<file path="config.mk">
export PLATFORM = sky130hd
export DESIGN_NAME = mem_port_arbiter
export DESIGN_NICKNAME = d
export VERILOG_FILES = /design/src/rtl/mem_arb_pkg.sv /design/src/rtl/arb_timeout_ctr.sv /design/src/rtl/mem_port_arbiter.sv
export SDC_FILE = /design/constraint.sdc
export NUM_CORES = 1
export LEC_CHECK = 0
export CAP_MARGIN = 25
export CORE_ASPECT_RATIO = 0.9
export CORE_UTILIZATION = 42
export CTS_BUF_LIST = sky130_fd_sc_hd__clkbuf_2 sky130_fd_sc_hd__clkbuf_4 sky130_fd_sc_hd__clkbuf_8
export DETAILED_ROUTE_END_ITERATION = 12
export PLACE_DENSITY = 0.79
export SKIP_CTS_REPAIR_TIMING = 1
export SLEW_MARGIN = 40
export SYNTH_ARGS = -nofsm -noshare
export SYNTH_HDL_FRONTEND = slang
export SYNTH_SLANG_ARGS = --single-unit
export TNS_END_PERCENT = 30
</file>
<file path="constraint.sdc">
create_clock -name CLK -period 2.6 [get_ports CLK]
set_clock_uncertainty 0.1 [all_clocks]
set_input_delay 0.65 -clock CLK [delete_from_list [all_inputs] [get_ports CLK]]
set_output_delay 0.65 -clock CLK [all_outputs]
set_load 0.005 [all_outputs]
</file>
<file path="src/rtl/mem_arb_pkg.sv">
// Shared types and constants for the unified memory-port arbiter.
// The grant rule is kept here so that the FSM and its next-state logic agree.
package mem_arb_pkg;

    typedef enum logic [1:0] {
        IDLE    = 2'd0,
        BUSY_IF = 2'd1,
        BUSY_D  = 2'd2,
        RESP    = 2'd3
    } arb_state_t;

    typedef enum logic {
        OWN_IF = 1'b0,
        OWN_D  = 1'b1
    } owner_t;

    localparam logic [2:0] MEM_WORD = 3'b010;

    // Fetch wins only when alone, or on contention when fairness hands it the turn.
    function automatic logic pick_fetch(input logic if_pend, input logic d_pend,
                                        input logic fair, input owner_t last_owner);
        return if_pend & (~d_pend | (fair & (last_owner == OWN_D)));
    endfunction

endpackage

</file>
<file path="src/rtl/arb_timeout_ctr.sv">
// Saturating watchdog for the arbiter. It counts enabled cycles and flags the
// cycle in which the TIMEOUT-th consecutive enabled cycle completes.
module arb_timeout_ctr #(
    parameter int TIMEOUT = 255
) (
    input  logic clk,
    input  logic rst,
    input  logic clear,
    input  logic enable,
    output logic expired
);

    localparam int CW = $clog2(TIMEOUT + 1);
    localparam logic [CW-1:0] LAST = CW'(TIMEOUT - 1);
    localparam logic [CW-1:0] SAT  = CW'(TIMEOUT);

    logic [CW-1:0] cnt_r;

    // Watchdog count: saturates at TIMEOUT so it can never wrap back to zero.
    always_ff @(posedge clk) begin
        if (rst || clear) begin
            cnt_r <= '0;
        end else if (enable && (cnt_r != SAT)) begin
            cnt_r <= cnt_r + CW'(1);
        end else begin
            cnt_r <= cnt_r;
        end
    end

    assign expired = enable && (cnt_r == LAST);

endmodule

</file>
<file path="src/rtl/mem_port_arbiter.sv">
// Arbitrates the fetch and load/store paths onto one registered memory port,
// returning one-cycle completion pulses and aborting stuck transactions.
module mem_port_arbiter
    import mem_arb_pkg::*;
#(
    parameter int TIMEOUT = 255,
    parameter int FAIR    = 1
) (
    input  logic        CLK,
    input  logic        Reset,
    input  logic        if_req,
    input  logic [31:0] if_addr,
    output logic        if_rvalid,
    output logic [31:0] if_rdata,
    output logic        if_stall,
    input  logic        d_rd_en,
    input  logic        d_wr_en,
    input  logic [31:0] d_addr,
    input  logic [31:0] d_wdata,
    input  logic [2:0]  d_type,
    output logic        d_rvalid,
    output logic [31:0] d_rdata,
    output logic        d_stall,
    output logic        mem_req,
    output logic        mem_we,
    output logic [31:0] mem_addr,
    output logic [31:0] mem_wdata,
    output logic [2:0]  mem_type,
    input  logic        mem_ack,
    input  logic [31:0] mem_rdata,
    output logic        err_timeout
);

    arb_state_t state_r;
    arb_state_t next_state_s;
    owner_t     last_owner_r;

    logic d_pend_s;
    logic fetch_first_s;
    logic busy_s;
    logic expired_s;
    logic grant_if_s;
    logic grant_d_s;
    logic done_s;
    logic abort_s;

    assign d_pend_s      = d_rd_en | d_wr_en;
    assign fetch_first_s = pick_fetch(if_req, d_pend_s, (FAIR != 0), last_owner_r);
    assign busy_s        = (state_r == BUSY_IF) || (state_r == BUSY_D);

    arb_timeout_ctr #(
        .TIMEOUT (TIMEOUT)
    ) u_wdog (
        .clk     (CLK),
        .rst     (Reset),
        .clear   (~busy_s),
        .enable  (busy_s & ~mem_ack),
        .expired (expired_s)
    );

    // State register.
    always_ff @(posedge CLK) begin
        if (Reset) begin
            state_r <= IDLE;
        end else begin
            state_r <= next_state_s;
        end
    end

    // Next-state logic; RESP never grants so completions are at least 3 cycles apart.
    always_comb begin
        next_state_s = state_r;
        case (state_r)
            IDLE: begin
                if (fetch_first_s) begin
                    next_state_s = BUSY_IF;
                end else if (d_pend_s) begin
                    next_state_s = BUSY_D;
                end else begin
                    next_state_s = IDLE;
                end
            end
            BUSY_IF, BUSY_D: begin
                if (mem_ack || expired_s) begin
                    next_state_s = RESP;
                end else begin
                    next_state_s = state_r;
                end
            end
            RESP:    next_state_s = IDLE;
            default: next_state_s = IDLE;
        endcase
    end

    // Per-state control strobes; an ack in the expiry cycle takes precedence.
    always_comb begin
        grant_if_s = 1'b0;
        grant_d_s  = 1'b0;
        done_s     = 1'b0;
        abort_s    = 1'b0;
        if (state_r == IDLE) begin
            grant_if_s = fetch_first_s;
            grant_d_s  = ~fetch_first_s & d_pend_s;
        end else if (busy_s) begin
            done_s  = mem_ack | expired_s;
            abort_s = ~mem_ack & expired_s;
        end else begin
            grant_if_s = 1'b0;
        end
    end

    // Memory-port, completion and error registers.
    always_ff @(posedge CLK) begin
        if (Reset) begin
            last_owner_r <= OWN_IF;
            mem_req      <= 1'b0;
            mem_we       <= 1'b0;
            mem_addr     <= 32'h0;
            mem_wdata    <= 32'h0;
            mem_type     <= 3'b000;
            if_rvalid    <= 1'b0;
            if_rdata     <= 32'h0;
            d_rvalid     <= 1'b0;
            d_rdata      <= 32'h0;
            err_timeout  <= 1'b0;
        end else begin
            if (grant_if_s) begin
                mem_req      <= 1'b1;
                mem_we       <= 1'b0;
                mem_addr     <= if_addr;
                mem_wdata    <= 32'h0;
                mem_type     <= MEM_WORD;
                last_owner_r <= OWN_IF;
            end else if (grant_d_s) begin
                mem_req      <= 1'b1;
                mem_we       <= d_wr_en;
                mem_addr     <= d_addr;
                mem_wdata    <= d_wdata;
                mem_type     <= d_type;
                last_owner_r <= OWN_D;
            end else if (done_s) begin
                mem_req <= 1'b0;
                mem_we  <= 1'b0;
                if (state_r == BUSY_IF) begin
                    if_rvalid <= 1'b1;
                    if_rdata  <= abort_s ? 32'h0 : mem_rdata;
                end else begin
                    d_rvalid <= 1'b1;
                    d_rdata  <= abort_s ? 32'h0 : mem_rdata;
                end
            end else if (state_r == RESP) begin
                if_rvalid <= 1'b0;
                d_rvalid  <= 1'b0;
            end else begin
                mem_req <= mem_req;
            end
            if (abort_s) begin
                err_timeout <= 1'b1;
            end else begin
                err_timeout <= err_timeout;
            end
        end
    end

    assign if_stall = if_req & ~if_rvalid;
    assign d_stall  = d_pend_s & ~d_rvalid;

endmodule

</file>
==> impl_metrics.env <==
export IMPL_syn_inst=587
export IMPL_finalSetupViolCount=0
export IMPL_num_rows=39
export IMPL_grt_max_degree=65
export IMPL_die_area_um2=14000
export IMPL_tightest_slew_ns=0.485
export IMPL_grt_pass1_vias=5337
export IMPL_holdPathEnd="mem_wdata[27]"
export IMPL_crit_type="in -> out"
export IMPL_grt_usage_pct=24.7
export IMPL_async_flop_share_pct=0
export IMPL_crit_fanout=2
export IMPL_syn_nets=729
export IMPL_antenna_found_initial=0
export IMPL_yosys_register_bits=147
export IMPL_worstPathArrival_ns=1.78
export IMPL_hpwl_mm=12.5
export IMPL_portBuffers=274
export IMPL_routed_via_count=5646
export IMPL_vias_per_cell=5.51
export IMPL_clk_latency_ns=0.44
export IMPL_startpoint_type="input port"
export IMPL_postPlaceCellArea_um2=8580
export IMPL_grt_overflow_total=0
export IMPL_routed_wl_mm=17.5
export IMPL_cpPeakStageDelay_ns=0.50
export IMPL_period_share_pct=97.4
export IMPL_ant_nets=0
export IMPL_status="finished clean"
export IMPL_cpMaxStageDelayCell="clkdlybuf4s50_1"
export IMPL_grt_pass1_wl_mm=27.7
export IMPL_r2r_slack_ns=0.49
export IMPL_hold_violations=0
export IMPL_cts_buffers=17
export IMPL_crit_required_ns=1.85
export IMPL_clk_pin_slew_worst_paths_ns=0.08
export IMPL_clockBufferDepth=2
export IMPL_initial_core_util_pct=44.0
export IMPL_stdcell_count=1025
export IMPL_timing_rr_end="mem_addr[3]"
export IMPL_drive_above_1_share_pct=9.87
export IMPL_drt_first_pass_iters=8
export IMPL_slew_headroom_pct=67.3
export IMPL_placed_cells=993
export IMPL_cp_num_buf_inv=2
export IMPL_area_delta_synth_final_pct=58.7
export IMPL_grt_met2_usage_pct=42.1
export IMPL_cts_sinks=147
export IMPL_die_x_um=125
export IMPL_cts_tree="yes"
export IMPL_clock_root_buffer="clkbuf_8"
export IMPL_endpoint_kind="primary output"
export IMPL_leakage_nw=3.25
export IMPL_fillers=955
export IMPL_yosys_cell_types_count=56
export IMPL_met3_usage_pct=7.96
export IMPL_routabilityCongestion=0.839
export IMPL_antenna_cells=0
export IMPL_reg2regPathDepth=7
export IMPL_ir_drop_v=0.000621
export IMPL_path_delay_family="buffers and inverters"
export IMPL_maxSlewViolCount=0
export IMPL_final_cell_mix="272 x clkdlybuf4s50_1, 147 x dfxtp_1, 91 x a21oi_1"
export IMPL_drc_errors=0
export IMPL_rsz0062_at_grt="no"
export IMPL_synth_area_um2=5690
export IMPL_synth_edf_count=0
export IMPL_io_pins=275
export IMPL_fin_ws_ns=0.0677
export IMPL_top_usage_layer="met2"
export IMPL_r2r_start="state_r[0]"
export IMPL_hp_start="mem_wdata[27]"
export IMPL_die_y_um=112
export IMPL_pre_cts_slack_ns=-0.00284
export IMPL_holdPathStages=2
export IMPL_holdWs_ns=0.358
export IMPL_avgSynthCellArea_um2=9.70
export IMPL_final_min_clock_period_ns=2.53
export IMPL_wl_per_cell_um=17.1
export IMPL_core_area_um2=12900
export IMPL_design_area_um2=9030
export IMPL_layout_commonest_cell="clkdlybuf4s50_1"
export IMPL_cts_htree_levels=4
export IMPL_num_nets_final=990
export IMPL_yosys_most_used_dff="dfxtp_1"
export IMPL_cap_violations=0
export IMPL_met1_usage_pct=28.9
export IMPL_ys_warn_count=0
export IMPL_p_per_area_nw_per_um2=860
export IMPL_drt_iter0_drc=494
export IMPL_path_cells="clkdlybuf4s50_1 > nor2_1 > nor2_1 > clkdlybuf4s50_1"
export IMPL_synth_seq_area_share_pct=51.7
export IMPL_max_freq_ghz=0.395
export IMPL_hold_path_class="reg -> reg"
-- flip-flops by register name (all words and copies together), names as in the netlist, 2 cells and up --
signal        flops
mem_addr         32
mem_type          3
state_r           2
mem_wdata        32
d_rdata          32
if_rdata         32
u_wdog.cnt_r      8
-- worst max path at each step --
| stage | to | cells after the start | from |
|---|---|---|---|
| 2_1_floorplan | mem_addr[10] | 8 | state_r[0] |
| 3_3_place_gp | if_stall | 3 | if_req |
| 3_5_place_dp | if_stall | 3 | if_req |
| 4_1_cts | if_stall | 3 | if_req |
| 5_1_grt | d_stall | 4 | d_wr_en |
| 6_report | d_stall | 4 | d_wr_en |
-- per-stage QoR --
step | total power, mW | TNS (ns) | util [%]
6_report | 7.77 | 0 | 69.9
5_1_grt | 8.20 | 0 | 69.9
4_1_cts | 7.81 | -0.00172 | 69.8
3_5_place_dp | 5.79 | -0.00284 | 66.3
3_3_place_gp | 5.69 | -0.0122 | 66.3
2_1_floorplan | 4.38 | 0 | -
-- power by group --
| part | total, mW | switching (mW) | internal, mW |
|---|---|---|---|
| Sequential | 2.91 | 0.242 | 2.67 |
| Combinational | 2.85 | 1.34 | 1.51 |
| Clock | 2.01 | 0.929 | 1.08 |
-- cell type report --
cell class	instances	area (um^2)	share of cell area, %
timing repair buffer	294	2990	33.1
sequential	147	2940	32.6
multi-input combinational	383	2420	26.8
clock buffer	17	234	2.59
clock inverter	15	219	2.42
tap	164	205	2.27
inverter	5	18.8	0.208
-- Yosys cell counts, drive strengths merged, types with 5 or more instances --
cell    instances  area share [%]
dfxtp         147              52
a21oi         101             9.5
nand2          74             5.3
nor2           50             3.4
buf            38             4.7
a211oi         34             4.6
a222oi         32             5.6
a22o           32             4.9
clkbuf         14            0.92
ha              5             1.1
inv             5            0.33
o21ai           5            0.51
-- per-layer routing --
metal / vias up / share of wire (%)
met5: - / 0
met4: 0 / 2.6
met3: 33 / 6.9
met2: 268 / 50
met1: 2662 / 41
li1: 2683 / -
-- cells by family (layout without fill, tap and decap cells) --
family          after synthesis  after routing  share of synthesized area (%)
compound gates              221            221                           28.0
mux                           1              1                          0.176
simple gates                151            151                           12.4
flops                       147            147                           51.7
xor+xnor                      5              5                          0.769
fa+ha+maj                     5              5                           1.10
buf+inv                      57            331                           5.94
-- worst reg2reg max path: cells and delay by family, from the launching register on --
family,cells,cell delay (ns)
AOI/OAI and AO/OA,2,0.66
DFF,1,0.39
adders and majority gates,1,0.31
buffers and inverters,2,0.29
and+or+nand+nor,2,0.23
Note: power is estimated with default switching activity, not from simulation.
